`src/rtl/audio_i2s_tx_if.sv`:
```
// Stereo PCM sample handshake between the mixer and the I2S transmitter.
// A pair transfers on in_valid & in_ready; the master holds data while in_valid is high.
interface audio_i2s_tx_if #(
  parameter int DATA_W = 16
);
  logic [DATA_W-1:0] in_left;
  logic [DATA_W-1:0] in_right;
  logic              in_valid;
  logic              in_ready;

  modport master (output in_left, output in_right, output in_valid, input in_ready);
  modport slave  (input in_left, input in_right, input in_valid, output in_ready);
endinterface

```
`src/rtl/audio_i2s_tx.sv`:
```
// I2S transmitter with MCLK/SCLK/LRCK generation; left MSB reaches sdin 32 clk after a frame load, right 1056.
// One-entry holding buffer: in_ready drops after an accept and returns one cycle after the next frame load.
module audio_i2s_tx #(
  parameter int CNT_W  = 11,
  parameter int DATA_W = 16
) (
  input  logic                  clk,
  input  logic                  rst,
  input  logic                  en,
  audio_i2s_tx_if.slave         bus,
  output logic                  frame_start,
  output logic                  underrun,
  output logic                  i2s_mclk,
  output logic                  i2s_sclk,
  output logic                  i2s_lrck,
  output logic                  i2s_sdin
);

  localparam logic [4:0] SLOT_LAST = 5'(DATA_W);

  logic [CNT_W-1:0]  r_cnt;
  logic              r_full;
  logic [DATA_W-1:0] r_buf_l, r_buf_r;
  logic [DATA_W-1:0] r_last_l, r_last_r;
  logic [DATA_W-1:0] r_sh_l, r_sh_r;
  logic              r_frame_start, r_underrun, r_sdin;

  logic              w_load, w_acc, w_bit_edge, w_data_slot, w_chan;
  logic [CNT_W-6:0]  w_hi_nxt;
  logic [4:0]        w_slot;

  assign w_load     = &r_cnt;
  assign w_acc      = bus.in_valid & ~r_full;
  assign w_bit_edge = &r_cnt[4:0];
  // Channel and slot that begin on the coming sclk falling edge.
  assign w_hi_nxt    = r_cnt[CNT_W-1:5] + {{(CNT_W-6){1'b0}}, 1'b1};
  assign w_chan      = w_hi_nxt[CNT_W-6];
  assign w_slot      = w_hi_nxt[4:0];
  assign w_data_slot = (w_slot != 5'd0) && (w_slot <= SLOT_LAST);

  always_ff @(posedge clk) begin
    if (rst) begin
      r_cnt         <= '0;
      r_full        <= 1'b0;
      r_buf_l       <= '0;
      r_buf_r       <= '0;
      r_last_l      <= '0;
      r_last_r      <= '0;
      r_sh_l        <= '0;
      r_sh_r        <= '0;
      r_frame_start <= 1'b0;
      r_underrun    <= 1'b0;
      r_sdin        <= 1'b0;
    end else begin
      r_cnt         <= r_cnt + 1'b1;
      r_frame_start <= w_load;
      r_underrun    <= w_load & ~r_full;

      if (w_load && r_full) begin
        r_last_l <= r_buf_l;
        r_last_r <= r_buf_r;
        r_sh_l   <= en ? r_buf_l : '0;
        r_sh_r   <= en ? r_buf_r : '0;
        r_full   <= 1'b0;
      end else if (w_load) begin
        r_sh_l <= en ? r_last_l : '0;
        r_sh_r <= en ? r_last_r : '0;
      end else if (w_bit_edge && w_data_slot) begin
        if (w_chan) r_sh_r <= {r_sh_r[DATA_W-2:0], 1'b0};
        else        r_sh_l <= {r_sh_l[DATA_W-2:0], 1'b0};
      end

      // Only possible while empty, so it never collides with the load clearing r_full.
      if (w_acc) begin
        r_buf_l <= bus.in_left;
        r_buf_r <= bus.in_right;
        r_full  <= 1'b1;
      end

      if (w_bit_edge)
        r_sdin <= w_data_slot ? (w_chan ? r_sh_r[DATA_W-1] : r_sh_l[DATA_W-1]) : 1'b0;
    end
  end

  assign bus.in_ready = ~r_full;
  assign frame_start  = r_frame_start;
  assign underrun     = r_underrun;
  assign i2s_mclk     = r_cnt[1];
  assign i2s_sclk     = r_cnt[4];
  assign i2s_lrck     = r_cnt[CNT_W-1];
  assign i2s_sdin     = r_sdin;

endmodule

```
`src/flat_wrapper.sv`:
```
// flat-port wrapper written by rule: the top's interface ports become plain ports
module audio_i2s_tx_flat 
#(
  parameter int CNT_W  = 11,
  parameter int DATA_W = 16
)
  (clk, rst, en, frame_start, underrun, i2s_mclk, i2s_sclk, i2s_lrck, i2s_sdin, bus_in_left, bus_in_right, bus_in_valid, bus_in_ready);
  audio_i2s_tx_if #(.DATA_W(DATA_W)) bus_i ();
  input  logic clk;
  input  logic rst;
  input  logic en;
  output logic frame_start;
  output logic underrun;
  output logic i2s_mclk;
  output logic i2s_sclk;
  output logic i2s_lrck;
  output logic i2s_sdin;
  input wire logic [$bits(bus_i.in_left)-1:0] bus_in_left;
  input wire logic [$bits(bus_i.in_right)-1:0] bus_in_right;
  input wire logic [$bits(bus_i.in_valid)-1:0] bus_in_valid;
  output wire logic [$bits(bus_i.in_ready)-1:0] bus_in_ready;
  assign bus_i.in_left = bus_in_left;
  assign bus_i.in_right = bus_in_right;
  assign bus_i.in_valid = bus_in_valid;
  assign bus_in_ready = bus_i.in_ready;
  audio_i2s_tx #(.CNT_W(CNT_W), .DATA_W(DATA_W)) u_core (.clk(clk), .rst(rst), .en(en), .bus(bus_i), .frame_start(frame_start), .underrun(underrun), .i2s_mclk(i2s_mclk), .i2s_sclk(i2s_sclk), .i2s_lrck(i2s_lrck), .i2s_sdin(i2s_sdin));
endmodule
```
`config.mk`:
```
export PLATFORM = sky130hd
export DESIGN_NAME = audio_i2s_tx_flat
export DESIGN_NICKNAME = d
export VERILOG_FILES = /design/src/rtl/audio_i2s_tx_if.sv /design/src/rtl/audio_i2s_tx.sv /design/src/flat_wrapper.sv
export SDC_FILE = /design/constraint.sdc
export NUM_CORES = 1
export LEC_CHECK = 0
export ABC_AREA = 1
export CAP_MARGIN = 20
export CORE_ASPECT_RATIO = 2
export CORE_MARGIN = 3
export CORE_UTILIZATION = 45
export CTS_CLUSTER_DIAMETER = 200
export DETAILED_ROUTE_END_ITERATION = 7
export PLACE_DENSITY_LB_ADDON = 0.15
export SLEW_MARGIN = 20
export SYNTH_ARGS = -nofsm -noshare
export SYNTH_HDL_FRONTEND = slang
export SYNTH_SLANG_ARGS = --single-unit
```
`constraint.sdc`:
```
create_clock -name clk -period 2 [get_ports clk]
set_input_delay 0.3 -clock clk [delete_from_list [all_inputs] [get_ports clk]]
set_output_delay 0.3 -clock clk [all_outputs]
set_load 0.02 [all_outputs]
```
==> out/metrics.cfg <==
[die]
io_pins=43
rows=56
die_w_um=83.9
initial_core_util_pct=46.4
coreArea_um2=11800
die-area_um2=13600
die_height_um=162

[power]
p_leak_nw=3.28
p_switching_mw=0.995
power.share.combinational_pct=6.1
power.share.clock_pct=44.0
vdd_drop_max_uv=441
power_density_nw_per_um2=728
swShare_pct=21.5
seq_power_share_pct=49.8
intPower_mw=3.64

[run_status]
status=complete, no violations

[clock_tree]
clk_latency_ps=350
cts_buffer_depth=2
numClockSinks=111
cts-hold-fix-buffers=0
cts_buffers=9
clkTransAtPathRegs_ps=70
cts-root-buf=clkbuf_16
htree_levels=3
cts_tree=built

[finish]
final_util_pct=54.1
area_growth_pct=16.5
drive_gt1_share_pct=5.29
final_nets=924
antenna_cells=0

[critical_path]
critPathMaxFanout=5
required_ps=1700
crit_type=reg -> out
cp-endpoint=bus_in_ready
critPathMaxStageDelay_ps=660
cp_cell_sequence=inv_1, clkdlybuf4s50_1
r2r_start=u_core.r_cnt[1]
path_delay_family=buffers and inverters
cp.depth=2
cp_num_buf_inv=2
endpoint_kind=output port
crit_arrival_ps=1560
ff2ff_path_depth=11
rrSetupSlack_ps=160
cp-start-kind=flip-flop
startpoint=u_core.r_full
slowest_stage=clkdlybuf4s50_1
r2r_end=u_core.r_sh_r[8]

[synth]
synth.ff_latch_count=111
syn_area_um2=5460
synth.avg_cell_area_um2=6.30
ys_warn_count=0
syn_inst=867
synth_seq_area_share_pct=40.7
syn_nets=905
synth.distinct_cells=25

[drt]
postRouteAntennaNets=0
wire_per_inst_um=12.8
drtPass1Iterations=5
vias_per_cell=5.04
first_iter_violations=326
wirelength_um=13200
vias=5213
route.detailed.drc=0

[timing]
finalHoldViolations=0
holdWs_ps=463
slew_violations=0
rsz0062_at_grt=no
fin_crit_ps=1860
setup_viol=0
fmax_ghz=0.537
setup_ws_ps=137
tns_ps=0
tightest_slew_ps=512
slew-limit-headroom_pct=65.9
period_share_pct=93.1
fin_skew_ps=6.80

[grt]
grt_pass1_wl_um=23100
antenna_found_initial=0
grt_pass1_vias=4940
grt_remaining_overflow=0
grtUsageTotal_pct=20.4
grt_max_degree=65

[hold_path]
min_from=u_core.r_last_r[13]
worst_hold_path_type=reg -> reg

[placement]
pre_cts_ws_ps=116
port_buffers=42
place.gp.congestion=0.808
dp_hpwl_um=8360

[run]
drv_cap=0

## what timing repair did
action / 4_1_cts / 5_1_grt
resized for setup: 0 / 5
buffers inserted: 0 / 0
setup endpoints to repair: 0 / 27
## metrics by stage
| step | instance area [µm²] | std cells | power [mW] |
|---|---|---|---|
| final | 6360 | 1034 | 4.63 |
| after global routing | 6360 | 1034 | 4.78 |
| after CTS | 6360 | 1034 | 4.67 |
| after detailed placement | 6030 | 1020 | 2.65 |
| after global placement | 6030 | 1020 | 2.64 |
| after floorplan | 5460 | 867 | 2.50 |
## power groups by stage
stage | Clock (mW) | Sequential (mW) | Combinational, mW
2_1_floorplan | 0 | 2.35 | 0.146
3_3_place_gp | 0 | 2.36 | 0.283
3_5_place_dp | 0 | 2.36 | 0.288
4_1_cts | 2.08 | 2.31 | 0.289
5_1_grt | 2.15 | 2.31 | 0.321
6_report | 2.04 | 2.31 | 0.283
## synthesized netlist by cell type, drive strengths merged
cell type / count / area [µm²]
nand2: 293 / 1100
inv: 132 / 495
dfxtp: 111 / 2220
nor2: 78 / 310
o21ai: 66 / 330
nand3: 41 / 210
a21oi: 36 / 180
nand4: 34 / 213
buf: 31 / 193
clkbuf: 26 / 97.6
clkinv: 7 / 26.3
nor3: 6 / 30.0
ha: 2 / 25.0
a211oi: 1 / 7.51
a31oi: 1 / 6.26
and2: 1 / 6.26
xor2: 1 / 8.76
## kinds of logic after synthesis
group	share of synthesized area, %
and+or+nand+nor	34.2
buffers and inverters	14.9
DFF	40.7
AOI/OAI and AO/OA	9.60
adders and majority gates	0.458
xor gates and xnor gates	0.160
## cell type report
class / count / area (µm²)
clock buffers: 10 / 239
multi-input cells: 560 / 2440
fillers: 1205 / 5410
flip-flops and latches: 111 / 2220
clock inverters: 4 / 95.1
repair buffers: 65 / 663
inverters: 139 / 524
well taps: 145 / 181
## tightest hold or removal path, stage by stage (launching register included)
cell and delay [ps]:
dfxtp_1 310, nand2_1 60, a21oi_1 50
## worst min path at each step
stage          slack, ps  depth (start not counted)                   to
2_1_floorplan        430                          1      u_core.underrun
3_3_place_gp         450                          2  u_core.r_last_l[14]
3_5_place_dp         450                          2   u_core.r_last_l[1]
4_1_cts              470                          2  u_core.r_last_r[10]
5_1_grt              480                          2  u_core.r_last_l[13]
6_report             460                          2  u_core.r_last_r[13]
## cells in the final DEF, fill, tap and decap left out, types with 3 or more instances in the layout
master           instances
nor2_1                  73
o21ai_1                 11
nand3_1                 40
buf_12                   6
clkinv_1                 7
nor2_4                   3
bufinv_16                3
buf_4                   17
nand4_1                 34
dfxtp_1                111
clkbuf_16                9
inv_1                  130
a21oi_1                 36
o21ai_0                 55
clkdlybuf4s50_1         41
nor3_1                   6
nand2_1                292
## state kept, by name (all words and copies together), names as in the netlist
| signal | flops |
|---|---|
| u_core.underrun | 1 |
| u_core.i2s_sdin | 1 |
| u_core.r_full | 1 |
| u_core.r_sh_r | 16 |
| u_core.r_last_l | 16 |
| u_core.r_buf_l | 16 |
| u_core.r_cnt | 11 |
| u_core.r_sh_l | 16 |
| u_core.r_last_r | 16 |
| u_core.frame_start | 1 |
| u_core.r_buf_r | 16 |
## layer usage
| layer | up-vias | wire length [µm] | GRT usage [%] |
|---|---|---|---|
| li1 | 2688 | - | - |
| met1 | 2397 | 5480 | 23.1 |
| met2 | 119 | 7030 | 38.5 |
| met3 | 9 | 530 | 3.50 |
| met4 | 0 | 181 | 5.86 |
| met5 | - | 0 | 0 |
Power figures use the tool's default switching activity.
